`src/rtl/lfsr_pkg.sv`:
```
// lfsr_pkg: shared definitions for the LFSR generator and its checker.
// Holds the FSM state encoding, LFSR/counter widths, the default seed and
// the 8-bit next-state function (full 256-state cycle, 8'h00 included).
package lfsr_pkg;

  localparam int unsigned LFSR_W     = 8;
  localparam int unsigned CLEAN_W    = 8;
  localparam int unsigned BURST_W    = 3;
  localparam int unsigned WORD_CNT_W = 16;

  localparam logic [LFSR_W-1:0] DEFAULT_SEED = 8'h01;

  typedef enum logic [1:0] {
    ST_IDLE   = 2'd0,
    ST_RUN    = 2'd1,
    ST_INJECT = 2'd2
  } lfsr_state_e;

  // Maximal-length Galois step with the all-zero state spliced into the
  // cycle: the feedback bit is inverted whenever x[6:0] is zero.
  function automatic logic [LFSR_W-1:0] lfsr_next(input logic [LFSR_W-1:0] x);
    logic              fb;
    logic [LFSR_W-1:0] n;
    fb   = x[7] ^ (x[6:0] == 7'd0);
    n[0] = fb;
    n[1] = x[0];
    n[2] = x[1] ^ fb;
    n[3] = x[2] ^ fb;
    n[4] = x[3];
    n[5] = x[4];
    n[6] = x[5];
    n[7] = x[6] ^ fb;
    return n;
  endfunction

endpackage

```
`src/rtl/lfsr_step.sv`:
```
// lfsr_step: combinational LFSR next-state, shared with the stream checker.
// Ports:
//   i_state    current LFSR state
//   o_next_c   next LFSR state (combinational)
module lfsr_step
  import lfsr_pkg::*;
(
  input  logic [LFSR_W-1:0] i_state,
  output logic [LFSR_W-1:0] o_next_c
);

  assign o_next_c = lfsr_next(i_state);

endmodule

```
`src/rtl/lfsr_generator.sv`:
```
// lfsr_generator: emits one LFSR word per enabled cycle and periodically
// replaces short bursts of words with a masked (corrupted) copy so that a
// downstream checker's error detection can be exercised.
// Ports:
//   clk, reset          clock, asynchronous active-high reset
//   i_enable            emit a word this cycle; low stalls everything
//   i_load_seed/i_seed  synchronous seed load; overrides all other inputs
//   i_corrupt_period    clean words between bursts; 0 disables injection
//   i_corrupt_len       burst length in words; 0 behaves as 1
//   o_lfsr              emitted word (registered)
//   o_valid             o_lfsr carries a new word this cycle
//   o_err               current word is deliberately corrupted
//   o_word_count        words emitted since reset/seed load (wrapping)
module lfsr_generator
  import lfsr_pkg::*;
#(
  parameter logic [LFSR_W-1:0] SEED     = DEFAULT_SEED,
  parameter logic [LFSR_W-1:0] ERR_MASK = 8'h01
) (
  input  logic                  clk,
  input  logic                  reset,
  input  logic                  i_enable,
  input  logic                  i_load_seed,
  input  logic [LFSR_W-1:0]     i_seed,
  input  logic [CLEAN_W-1:0]    i_corrupt_period,
  input  logic [BURST_W-1:0]    i_corrupt_len,
  output logic [LFSR_W-1:0]     o_lfsr,
  output logic                  o_valid,
  output logic                  o_err,
  output logic [WORD_CNT_W-1:0] o_word_count
);

  lfsr_state_e           r_fsm, w_fsm_nxt;
  logic [LFSR_W-1:0]     r_x, w_x_nxt;
  logic [CLEAN_W-1:0]    r_clean, w_clean_nxt;
  logic [BURST_W-1:0]    r_burst_cnt, w_burst_cnt_nxt;
  logic [BURST_W-1:0]    r_burst_len, w_burst_len_nxt;
  logic [LFSR_W-1:0]     r_out, w_out_nxt;
  logic                  r_valid, w_valid_nxt;
  logic                  r_err, w_err_nxt;
  logic [WORD_CNT_W-1:0] r_word_cnt, w_word_cnt_nxt;

  logic [LFSR_W-1:0]     w_step;
  logic [CLEAN_W-1:0]    w_clean_inc;
  logic [BURST_W-1:0]    w_burst_inc;

  lfsr_step u_step (
    .i_state  (r_x),
    .o_next_c (w_step)
  );

  // Clean counter saturates so that a long run with injection disabled
  // triggers a burst promptly once a period is programmed.
  assign w_clean_inc = (r_clean == {CLEAN_W{1'b1}}) ? r_clean
                                                    : CLEAN_W'(r_clean + CLEAN_W'(1));
  assign w_burst_inc = BURST_W'(r_burst_cnt + BURST_W'(1));

  // State register.
  always_ff @(posedge clk or posedge reset) begin
    if (reset) begin
      r_fsm       <= ST_IDLE;
      r_x         <= SEED;
      r_clean     <= '0;
      r_burst_cnt <= '0;
      r_burst_len <= BURST_W'(1);
      r_out       <= '0;
      r_valid     <= 1'b0;
      r_err       <= 1'b0;
      r_word_cnt  <= '0;
    end else begin
      r_fsm       <= w_fsm_nxt;
      r_x         <= w_x_nxt;
      r_clean     <= w_clean_nxt;
      r_burst_cnt <= w_burst_cnt_nxt;
      r_burst_len <= w_burst_len_nxt;
      r_out       <= w_out_nxt;
      r_valid     <= w_valid_nxt;
      r_err       <= w_err_nxt;
      r_word_cnt  <= w_word_cnt_nxt;
    end
  end

  // Next-state and output logic.
  always_comb begin
    w_fsm_nxt       = r_fsm;
    w_x_nxt         = r_x;
    w_clean_nxt     = r_clean;
    w_burst_cnt_nxt = r_burst_cnt;
    w_burst_len_nxt = r_burst_len;
    w_out_nxt       = r_out;
    w_valid_nxt     = 1'b0;
    w_err_nxt       = 1'b0;
    w_word_cnt_nxt  = r_word_cnt;

    if (i_load_seed) begin
      w_fsm_nxt       = ST_IDLE;
      w_x_nxt         = i_seed;
      w_clean_nxt     = '0;
      w_burst_cnt_nxt = '0;
      w_word_cnt_nxt  = '0;
    end else if (i_enable) begin
      w_x_nxt        = w_step;
      w_valid_nxt    = 1'b1;
      w_word_cnt_nxt = WORD_CNT_W'(r_word_cnt + WORD_CNT_W'(1));
      case (r_fsm)
        ST_IDLE, ST_RUN: begin
          w_out_nxt   = r_x;
          w_clean_nxt = w_clean_inc;
          w_fsm_nxt   = ST_RUN;
          // The word that completes the clean run decides the burst; its
          // length is latched here so later changes cannot shorten it.
          if ((i_corrupt_period != '0) && (w_clean_inc >= i_corrupt_period)) begin
            w_fsm_nxt       = ST_INJECT;
            w_clean_nxt     = '0;
            w_burst_cnt_nxt = '0;
            w_burst_len_nxt = (i_corrupt_len == '0) ? BURST_W'(1) : i_corrupt_len;
          end
        end
        ST_INJECT: begin
          w_out_nxt = r_x ^ ERR_MASK;
          w_err_nxt = 1'b1;
          if (w_burst_inc >= r_burst_len) begin
            w_fsm_nxt       = ST_RUN;
            w_burst_cnt_nxt = '0;
          end else begin
            w_burst_cnt_nxt = w_burst_inc;
          end
        end
        default: begin
          w_fsm_nxt = ST_IDLE;
        end
      endcase
    end
  end

  assign o_lfsr       = r_out;
  assign o_valid      = r_valid;
  assign o_err        = r_err;
  assign o_word_count = r_word_cnt;

endmodule

```
`config.mk`:
```
export PLATFORM = sky130hd
export DESIGN_NAME = lfsr_generator
export DESIGN_NICKNAME = d
export VERILOG_FILES = /design/src/rtl/lfsr_pkg.sv /design/src/rtl/lfsr_step.sv /design/src/rtl/lfsr_generator.sv
export SDC_FILE = /design/constraint.sdc
export NUM_CORES = 1
export LEC_CHECK = 0
export CORE_MARGIN = 2
export CORE_UTILIZATION = 40
export CTS_CLUSTER_DIAMETER = 30
export DETAILED_ROUTE_END_ITERATION = 7
export PLACE_DENSITY = 0.75
export RECOVER_POWER = 25
export SYNTH_ARGS = -nofsm -noshare
export SYNTH_HDL_FRONTEND = slang
export SYNTH_SLANG_ARGS = --single-unit
```
`constraint.sdc`:
```
create_clock -name clk -period 3.7 [get_ports clk]
set_clock_uncertainty 0.15 [all_clocks]
set_input_delay 0.555 -clock clk [delete_from_list [all_inputs] [get_ports clk]]
set_output_delay 0.555 -clock clk [all_outputs]
set_load 0.03 [all_outputs]
```
==> impl_metrics.yaml, run 1 <==
sta:
  final.setup.worst_slack_ps: 413.4
  rsz_0062_raised_after_global_routing: "false"
  worst_pin_slew_ps: 1860
  post_route_setup_tns_ps: 0
  maxClockFrequency_ghz: 0.3043
  smallest_hold_slack_ps: 358.1
  period_share_pct: 88.83
  finalSetupViolCount: 0
  period_needed_ps: 3287
  timing.final.max_slew_violations: 51
  timing_hold_violations_final: 0
  headroom_to_the_max_slew_limit_pct: -24.15
synth:
  area_leader_netlist: "sky130_fd_sc_hd__dfrtp_1"
  ys_seq_elements: 50
  top_cells_by_area_synth: "sky130_fd_sc_hd__dfrtp_1 (43%), sky130_fd_sc_hd__ha_1 (6.2%), sky130_fd_sc_hd__mux2_2 (4.8%)"
  sequential_fraction_of_the_synthesis_area_pct: 44.59
  syn_area_per_cell_um2: 10.01
  syn-num-nets: 318
  count_of_mapped_cells_out_of_synthesis: 281
  yosys.cell_types.count: 51
  synth_flop_type: "sky130_fd_sc_hd__dfrtp_1"
  ys_async_sr_fraction_pct: 100.0
  synth.yosys.warnings: 0
  synth_enable_flop_cells: 0
  synth_top_cell_area_share_pct: 42.72
  synthesis.area_um2: 2811
clock_network:
  cts.sink_count: 50
  ctsHtreeMaxLevel: 2
  cts_tree: "done"
  cts-buffers-inserted: 5
  cts_repair_resize_count: 0
  clock-root-buffer: "sky130_fd_sc_hd__clkbuf_8"
  ctsHoldBuffers: 0
  cts_setup_buffers: 0
  clk-insertion-delay-late_ps: 300
  cts_max_path_buffers: 2
  clk_pin_slew_ps: 90
drt:
  highest_layer: "met4"
  routedLengthMet1_mm: 2.568
  number_of_vias_per_cell_after_detailed_routing: 5.187
  drt_pre_antenna_iters: 4
  drtAntennaViolNets: 0
  drt-initial-drc-count: 94
  finalWirelength_mm: 5.677
  detailroute.wirelength.met3_um: 183
  drcViolationCount: 0
  via_count: 2220
  detail_route.wl_per_cell_um: 13.26
  met2_wirelength_mm: 2.873
grt:
  largest_net_degree_at_the_start_of_global_routing: 51
  globalRouteOverflowTotal: 0
  track_usage_pct: 15.63
  grt_antenna_before_repair: 0
  grt_first_pass_wirelength_mm: 9.673
  first_global_vias: 2170
cells_and_area:
  antenna_cells: 0
  layout_commonest_cell: "sky130_fd_sc_hd__dfrtp_1"
  fin_nets: 368
  layout_area_overhead_pct: 23.94
  drive_gt1_share_pct: 11.14
  mostFrequentLayoutCells: "sky130_fd_sc_hd__dfrtp_1 (48), sky130_fd_sc_hd__clkdlybuf4s50_1 (46), sky130_fd_sc_hd__nand2_1 (30)"
  seqCellArea_um2: 1254
  multi_input_comb_area_um2: 1468
  fillerInstances: 624
floorplan:
  start_util_pct: 41.38
  dieWidth_um: 87.84
  design.portCount: 49
  floorplan.die.height_um: 87.84
  num_rows: 30
  total_die_area_um2: 7715
  core-area_um2: 6794
placed_design:
  number_of_port_buffers: 48
  final_hpwl_dp_mm: 4.171
  place_ws_ps: 439.4
  finalWeightedCongestion: 0.8188
power_and_ir_drop:
  power_leakage_nw: 1.510
  power.density_cell_area_nw_per_um2: 337.3
  vdd_ir_drop_max_uv: 265.6
critical_path:
  cp_slowest_cell: "sky130_fd_sc_hd__or3_1"
  reg2reg_setup_slack_ps: 410
  critPathMaxStageDelay_ps: 470
  critical_path.reg2reg.endpoint: "r_burst_len[1]$_DFFE_PP0P_"
  critPathCaptureType: "flop"
  regToRegStartpoint: "r_clean[0]$_DFFE_PP0P_"
  start_kind: "flop"
  path_max_fanout: 5
  critical_path.startpoint: "r_clean[0]$_DFFE_PP0P_"
  timing.critical_path.arrival_ps: 3320
  timing.critical_path.cells: "ha_1, nand2_2, or3_1, nand2_1, nand2_1, ha_1, nor2b_1, o211a_1, o311ai_4, a21oi_1, mux2_2"
  required_ps: 3740
  classification_of_the_worst_setup_path: "flop to flop"
  worst_r2r_path_depth: 11
worst_hold_path:
  hold-path-cell-count: 2
  path_category_of_the_worst_min_delay_check: "flop to flop"
  worst_hold_endpoint: "o_lfsr[0]$_DFFE_PP0P_"
  worstHoldStart: "o_lfsr[0]$_DFFE_PP0P_"
run:
  cap_viol_max_count: 1
status:
  violations_in_the_final_reports: "max-capacitance violations, max-slew violations"
  run_status: "finished with violations"
## flip-flops by register name, indices dropped and copies added (netlist names)
name / count
r_burst_cnt: 3
o_lfsr: 8
r_fsm: 2
o_err: 1
r_x: 8
o_valid: 1
o_word_count: 16
r_burst_len: 3
r_clean: 8
## critical path, delay by kind of cell (launching register included)
kind	cells	cell delay [ps]
simple gates	5	880
compound gates	3	820
fa+ha+maj	2	580
flops	1	430
mux	1	310
## metrics by stage
stage / utilization, % / instance area [µm²] / instances / power (mW)
global placement: 50.00 / 3397 / 420 / 0.8572
global route: 51.29 / 3485 / 428 / 1.235
floorplan: - / 2811 / 281 / 0.7665
finish: 51.29 / 3485 / 428 / 1.175
detailed placement: 50.00 / 3397 / 420 / 0.8626
CTS: 51.34 / 3488 / 428 / 1.190
## cell families (layout without fill, tap and decap cells)
| kind of cell | Yosys count | count (layout) | synth area share (%) |
|---|---|---|---|
| flip-flops | 50 | 50 | 44.59 |
| AND/OR/NAND/NOR | 109 | 109 | 19.63 |
| AO/OA/AOI/OAI | 51 | 51 | 13.80 |
| XOR/XNOR | 18 | 18 | 5.608 |
| buffers and inverters | 21 | 72 | 3.204 |
| multiplexers | 18 | 18 | 6.943 |
| adder cells (fa/ha/maj) | 14 | 14 | 6.231 |
## layer usage
| layer | track usage [%] | up-vias |
|---|---|---|
| met5 | 0 | - |
| met4 | 3.776 | 0 |
| met3 | 3.205 | 9 |
| met2 | 26.65 | 41 |
| met1 | 20.45 | 1079 |
| li1 | - | 1091 |
## power breakdown
group / total [mW] / switching (mW) / internal, mW
combinational: 0.230 / 0.119 / 0.110
sequential: 0.619 / 0.0340 / 0.585
clock: 0.327 / 0.176 / 0.151
total: 1.18 / 0.329 / 0.846
## area by class of cell
class	count	share of cell area [%]
inverters	12	1.293
well taps	96	3.447
repair buffers	52	14.54
clock buffers	7	2.478
clock inverters	1	0.1436
flip-flops and latches	50	35.98
multi-input cells	210	42.12
## worst max-delay path by stage
stage / slack (ps) / to / cells after the start
2_1_floorplan: 670 / r_fsm[0]$_DFFE_PP0P_ / 13
3_3_place_gp: 590 / r_burst_len[1]$_DFFE_PP0P_ / 11
3_5_place_dp: 440 / r_burst_len[2]$_DFFE_PP0P_ / 11
4_1_cts: 420 / r_burst_len[2]$_DFFE_PP0P_ / 11
5_1_grt: 290 / r_burst_len[2]$_DFFE_PP0P_ / 11
6_report: 410 / r_burst_len[1]$_DFFE_PP0P_ / 11
## cell usage after synthesis, drive strengths merged, types with 6 or more instances
cell type,count
nor2,28
ha,14
xor2,9
dfrtp,48
nand3,12
nor2b,6
nand2,32
o21ai,16
mux2i,6
xnor2,9
and3,7
a31oi,7
mux2,12
a21oi,6
inv,12
Note: power is estimated with default switching activity, not from simulation.
==> run 2: changes to the inputs <==
ABC_AREA = 1   (was not set)
==> impl_metrics.yaml, run 2 <==
cells_and_area:
  fillerInstances: 642
  final_cell_area_um2: 3527
  largest_register_ffs: 16
  antenna_cells: 0
  mostFrequentLayoutCells: "sky130_fd_sc_hd__nand2_1 (80), sky130_fd_sc_hd__inv_1 (50), sky130_fd_sc_hd__dfrtp_1 (48)"
  stdcell_count: 509
  layout_area_overhead_pct: 22.57
  drive_gt1_share_pct: 6.295
  layout_commonest_cell: "sky130_fd_sc_hd__nand2_1"
  fin_nets: 450
drt:
  drcViolationCount: 0
  number_of_vias_per_cell_after_detailed_routing: 5.033
  finalWirelength_mm: 6.380
  drtAntennaViolNets: 0
  drt_pre_antenna_iters: 4
  via_count: 2562
  detail_route.wl_per_cell_um: 12.53
  drt-initial-drc-count: 102
sta:
  timing_hold_violations_final: 0
  post_route_setup_tns_ps: 0
  period_needed_ps: 2731
  worst_pin_slew_ps: 1840
  maxClockFrequency_ghz: 0.3662
  headroom_to_the_max_slew_limit_pct: -22.78
  period_share_pct: 73.80
  smallest_hold_slack_ps: 332.5
  timing.final.max_slew_violations: 51
  finalSetupViolCount: 0
  rsz_0062_raised_after_global_routing: "false"
floorplan:
  total_die_area_um2: 7889
  design.portCount: 49
  num_rows: 30
  start_util_pct: 41.89
  core-area_um2: 6869
  floorplan.die.height_um: 88.82
  dieWidth_um: 88.82
grt:
  track_usage_pct: 17.74
  globalRouteOverflowTotal: 0
  grt_first_pass_wirelength_mm: 10.94
  grt_antenna_before_repair: 0
  largest_net_degree_at_the_start_of_global_routing: 51
  first_global_vias: 2454
synth:
  sequential_fraction_of_the_synthesis_area_pct: 43.57
  yosys.cell_types.count: 35
  synthesis.area_um2: 2878
  synth.yosys.warnings: 0
  top_cells_by_area_synth: "sky130_fd_sc_hd__dfrtp_1 (42%), sky130_fd_sc_hd__nand2_1 (10%), sky130_fd_sc_hd__inv_1 (6.5%)"
  ys_seq_elements: 50
  syn-num-nets: 399
  count_of_mapped_cells_out_of_synthesis: 362
  area_leader_netlist: "sky130_fd_sc_hd__dfrtp_1"
  post-synth-top-count-cell: "sky130_fd_sc_hd__nand2_1"
  netlist_top_cells_count: "sky130_fd_sc_hd__nand2_1 (80), sky130_fd_sc_hd__inv_1 (50), sky130_fd_sc_hd__dfrtp_1 (48), sky130_fd_sc_hd__nand3_1 (31), sky130_fd_sc_hd__o21ai_0 (31)"
  synth_flop_type: "sky130_fd_sc_hd__dfrtp_1"
  syn_area_per_cell_um2: 7.950
  synth_enable_flop_cells: 0
  synth_top_cell_area_share_pct: 41.74
  ys_async_sr_fraction_pct: 100.0
critical_path:
  critPathCaptureType: "flop"
  critical_path.startpoint: "r_clean[0]$_DFFE_PP0P_"
  timing.critical_path.cells: "ha_1, nand2_1, inv_1, nand4_1, nor2_1, nand2_2, nand2_1, o21ai_2, ha_1, nand2_1, nor2_1, nor2_1, nand2_1, nand2_1, nand2_1, nand3_1, nand2_1, nand2_1, nand2_1, nand2_1"
  critPathMaxStageDelay_ps: 400
  classification_of_the_worst_setup_path: "flop to flop"
  cp_slowest_cell: "sky130_fd_sc_hd__dfrtp_1"
  cpMostUsedCell: "sky130_fd_sc_hd__nand2_1"
  worst-path-buf-inv: 1
  path_max_fanout: 9
  regToRegStartpoint: "r_clean[0]$_DFFE_PP0P_"
  required_ps: 3760
  timing.critical_path.arrival_ps: 2790
  critical_path.top_delay_family: "simple AND/OR/NAND/NOR gates"
  start_kind: "flop"
clock_network:
  cts_repair_resize_count: 0
  cts-buffers-inserted: 5
  cts_max_path_buffers: 2
  ctsHoldBuffers: 0
  ctsHtreeMaxLevel: 2
  cts_tree: "done"
  clk-insertion-delay-late_ps: 310
  cts.sink_count: 50
  cts_setup_buffers: 0
  clk_pin_slew_ps: 100
  clock-root-buffer: "sky130_fd_sc_hd__clkbuf_8"
placed_design:
  final_hpwl_dp_mm: 4.779
  placed_area_um2: 3456
  finalWeightedCongestion: 0.8097
  number_of_port_buffers: 48
  dpl.cell_count: 502
power_and_ir_drop:
  power.density_cell_area_nw_per_um2: 324.2
  design_power_total_mw: 1.144
  vdd_ir_drop_max_uv: 168.0
  power_leakage_nw: 1.674
status:
  run_status: "finished with violations"
  violations_in_the_final_reports: "max-capacitance violations, max-slew violations"
worst_hold_path:
  path_category_of_the_worst_min_delay_check: "flop to flop"
  worstHoldStart: "r_burst_cnt[1]$_DFFE_PP0P_"
run:
  cap_viol_max_count: 1
-- run 2: area by class of cell --
cell class                      count  area [µm²]  area share, %
Multi-Input combinational cell    253        1375          38.99
Sequential cell                    50        1254          35.54
Clock buffer                        5       68.82          1.951
Timing Repair Buffer               49       488.0          13.83
Tap cell                           96       120.1          3.405
Inverter                           54       207.7          5.889
Clock inverter                      2       13.76         0.3902
-- run 2: path summary, 6_finish.rpt --
kind | end | slack [ps] | cells after the start
max | r_burst_cnt[0]$_DFFE_PP0P_ | 970 | 20
min | r_burst_cnt[1]$_DFFE_PP0P_ | 330 | 2
max reg2reg | r_burst_cnt[0]$_DFFE_PP0P_ | 970 | 20
min reg2reg | r_burst_cnt[1]$_DFFE_PP0P_ | 330 | 2
max in group asynchronous | r_burst_len[1]$_DFFE_PP0P_ | 1210 | 2
min in group asynchronous | o_lfsr[6]$_DFFE_PP0P_ | 1130 | 2
-- run 2: cell families (layout without fill, tap and decap cells) --
group           Yosys count  in the layout  synth area share, %
simple gates            172            172                28.04
compound gates           60             60                11.91
buf+inv                  59            110                8.260
flops                    50             50                43.57
fa+ha+maj                14             14                6.087
xor+xnor                  7              7                2.130
-- run 2: routing by layer --
metal / vias to the layer above / global-route usage [%] / part of all wire (%)
met2: 61 / 28.90 / 48
met4: 0 / 6.474 / 1.4
met5: - / 0 / 0
met1: 1188 / 23.24 / 47
met3: 6 / 3.918 / 4.2
li1: 1307 / - / -
-- run 2: tightest hold or removal path: stages (launching register included) --
cell	delay [ps]
sky130_fd_sc_hd__dfrtp_1	360
sky130_fd_sc_hd__nand2_1	50
sky130_fd_sc_hd__nand2_1	50
-- run 2: power by group --
part / total, mW / switching [mW] / internal, mW
logic: 0.224 / 0.134 / 0.0892
registers: 0.604 / 0.0201 / 0.584
clock network: 0.316 / 0.185 / 0.131
-- run 2: stage by stage --
step,setup slack [ps],util (%)
4_1_cts,975.9,51.51
5_1_grt,551.9,51.35
3_5_place_dp,977.4,50.31
2_1_floorplan,1267,-
3_3_place_gp,1079,50.31
6_report,969.3,51.35
==> run 3: changes to the inputs <==
clock period = 2.7 ns   (was 3.7 ns; I/O delays follow)
==> impl_metrics.yaml, run 3 (synthesis gave the netlist of run 2 again) <==
status:
  run_status: "finished with violations"
  violations_in_the_final_reports: "negative setup slack"
run:
  cap_viol_max_count: 0
power_and_ir_drop:
  combinational_power_share_pct: 20.9
  p_clk_share_pct: 27.8
  netSwitchingPower_uw: 466.7
  design_power_total_mw: 1.615
  vdd_ir_drop_max_uv: 195.2
  power.density_cell_area_nw_per_um2: 429.1
  switching_share_of_power_pct: 28.90
  power_leakage_nw: 1.760
  cell_internal_pwr_mw: 1.148
  seq_power_share_pct: 51.3
clock_network:
  ctsHoldBuffers: 0
  cts_max_path_buffers: 2
  ctsHtreeMaxLevel: 2
  clock-root-buffer: "sky130_fd_sc_hd__clkbuf_8"
  clk-insertion-delay-late_ps: 300
  cts_tree: "done"
  cts.sink_count: 50
  cts-buffers-inserted: 5
  clk_pin_slew_ps: 90
floorplan:
  floorplan.die.height_um: 88.82
  num_rows: 30
  design.portCount: 49
  dieWidth_um: 88.82
  total_die_area_um2: 7889
  start_util_pct: 41.89
  core-area_um2: 6869
critical_path:
  timing.critical_path.cells: "ha_2, nand2_2, inv_2, nand4_1, nor2_4, nand2_4, buf_4, nand2_1, ha_1, a21oi_1, o21a_1, nand2_2, nand3_4, nand2_4, buf_6, nand3_1, nand2_1"
  required_ps: 2740
  timing.critical_path.arrival_ps: 2780
  critical_path.reg2reg.endpoint: "r_burst_cnt[0]$_DFFE_PP0P_"
  critPathCaptureType: "flop"
  critPathMaxStageDelay_ps: 390
  classification_of_the_worst_setup_path: "flop to flop"
  cp_slowest_cell: "sky130_fd_sc_hd__dfrtp_1"
  regToRegStartpoint: "r_clean[1]$_DFFE_PP0P_"
  path_max_fanout: 5
  worst_r2r_path_depth: 17
  worst-path-buf-inv: 3
  critical_path.top_delay_family: "simple AND/OR/NAND/NOR gates"
  reg2reg_setup_slack_ps: -40
  start_kind: "flop"
worst_hold_path:
  worstHoldStart: "o_lfsr[2]$_DFFE_PP0P_"
  hold-path-cell-count: 2
  path_category_of_the_worst_min_delay_check: "flop to flop"
  worst_hold_endpoint: "o_lfsr[2]$_DFFE_PP0P_"
grt:
  grt_first_pass_wirelength_mm: 11.30
  grt_use_met3_pct: 3.358
  gr_peak_layer: "met2"
  largest_net_degree_at_the_start_of_global_routing: 30
  track_usage_pct: 18.25
  first_global_vias: 2524
  met2_capacity_usage_during_global_routing_pct: 29.51
  grt_util_met1_pct: 24.94
  globalRouteOverflowTotal: 0
  grt_antenna_before_repair: 0
placed_design:
  number_of_port_buffers: 48
  final_hpwl_dp_mm: 4.979
  finalWeightedCongestion: 0.8194
drt:
  drcViolationCount: 0
  drt-initial-drc-count: 149
  detail_route.wl_per_cell_um: 13.08
  via_count: 2669
  finalWirelength_mm: 6.842
  number_of_vias_per_cell_after_detailed_routing: 5.103
  drtAntennaViolNets: 0
  drt_pre_antenna_iters: 4
sta:
  rsz_0062_raised_after_global_routing: "true"
  worst_pin_slew_ps: 840.8
  timing_hold_violations_final: 0
  smallest_hold_slack_ps: 344.0
  finalSetupViolCount: 3
  headroom_to_the_max_slew_limit_pct: 43.89
  period_needed_ps: 2739
  period_share_pct: 101.5
  maxClockFrequency_ghz: 0.3650
  timing.final.max_slew_violations: 0
  final.setup.worst_slack_ps: -39.47
cells_and_area:
  mostFrequentLayoutCells: "sky130_fd_sc_hd__nand2_1 (70), sky130_fd_sc_hd__inv_1 (48), sky130_fd_sc_hd__dfrtp_1 (48)"
  layout_commonest_cell: "sky130_fd_sc_hd__nand2_1"
  largest_register_ffs: 16
  fin_nets: 463
  drive_gt1_share_pct: 14.05
  antenna_cells: 0
  layout_area_overhead_pct: 30.78
run 3: cell count changes in the layout (fill, tap and decap cells not counted), sizes merged:
| cell | delta |
|---|---|
| buf | +11 |
| dlygate4sd3 | -1 |
| clkbuf | +3 |
| nand2 | +1 |
| clkdlybuf4s50 | +1 |
| inv | -1 |
run 3: how the worst max path moves through the flow:
| stage | start | endpoint | slack, ps | depth (start not counted) |
|---|---|---|---|---|
| floorplan | r_clean[0]$_DFFE_PP0P_ | r_burst_cnt[0]$_DFFE_PP0P_ | 270 | 20 |
| global placement | r_clean[0]$_DFFE_PP0P_ | r_burst_cnt[1]$_DFFE_PP0P_ | 80 | 20 |
| detailed placement | r_clean[0]$_DFFE_PP0P_ | r_burst_cnt[1]$_DFFE_PP0P_ | -30 | 20 |
| CTS | r_clean[1]$_DFFE_PP0P_ | r_burst_cnt[0]$_DFFE_PP0P_ | 5 | 20 |
| global route | r_clean[1]$_DFFE_PP0P_ | r_burst_cnt[2]$_DFFE_PP0P_ | -170 | 20 |
| finish | r_clean[1]$_DFFE_PP0P_ | r_burst_cnt[0]$_DFFE_PP0P_ | -40 | 17 |
run 3: cell type report:
class                      count  area [µm²]
timing repair buffer          61       583.1
tap                           96       120.1
sequential                    50        1254
multi-input combinational    254        1508
clock inverter                 1       5.005
fill                         623        3105
inverter                      54       207.7
clock buffer                   7       86.33
run 3: power by group through the flow:
| stage | Combinational, mW | Clock, mW | Sequential, mW |
|---|---|---|---|
| global route | 0.378 | 0.489 | 0.835 |
| floorplan | 0.147 | 0 | 0.883 |
| global placement | 0.309 | 0 | 0.842 |
| CTS | 0.319 | 0.463 | 0.828 |
| finish | 0.338 | 0.449 | 0.828 |
| detailed placement | 0.316 | 0 | 0.843 |
run 3: repair_timing:
action / CTS / global route
gates cloned: 0 / 1
endpoints found under the setup margin: 5 / 16
pin swaps: 0 / 12
buffers inserted: 1 / 7
gates resized for setup: 2 / 26
run 3: metal layers:
metal | wire length [µm] | part of all wire [%]
met3 | 204 | 3.0
met5 | 0 | 0
met2 | 3471 | 51
met4 | 102 | 1.5
met1 | 3064 | 45
run 3: worst min-delay path: stages, from the launching register on:
cell and delay, ps:
sky130_fd_sc_hd__dfrtp_1 360, sky130_fd_sc_hd__nand2_1 50, sky130_fd_sc_hd__o21ai_0 50
run 3: per-stage QoR:
step	instance area (µm²)	cells	TNS, ps	utilization (%)	setup WS [ps]
3_5_place_dp	3498	506	-67.00	50.93	-26.02
4_1_cts	3602	515	0	52.44	5.069
5_1_grt	3764	523	-1534	54.79	-174.1
2_1_floorplan	2878	362	0	-	266.6
3_3_place_gp	3498	506	0	50.93	84.81
6_report	3764	523	-80.87	54.79	-39.47
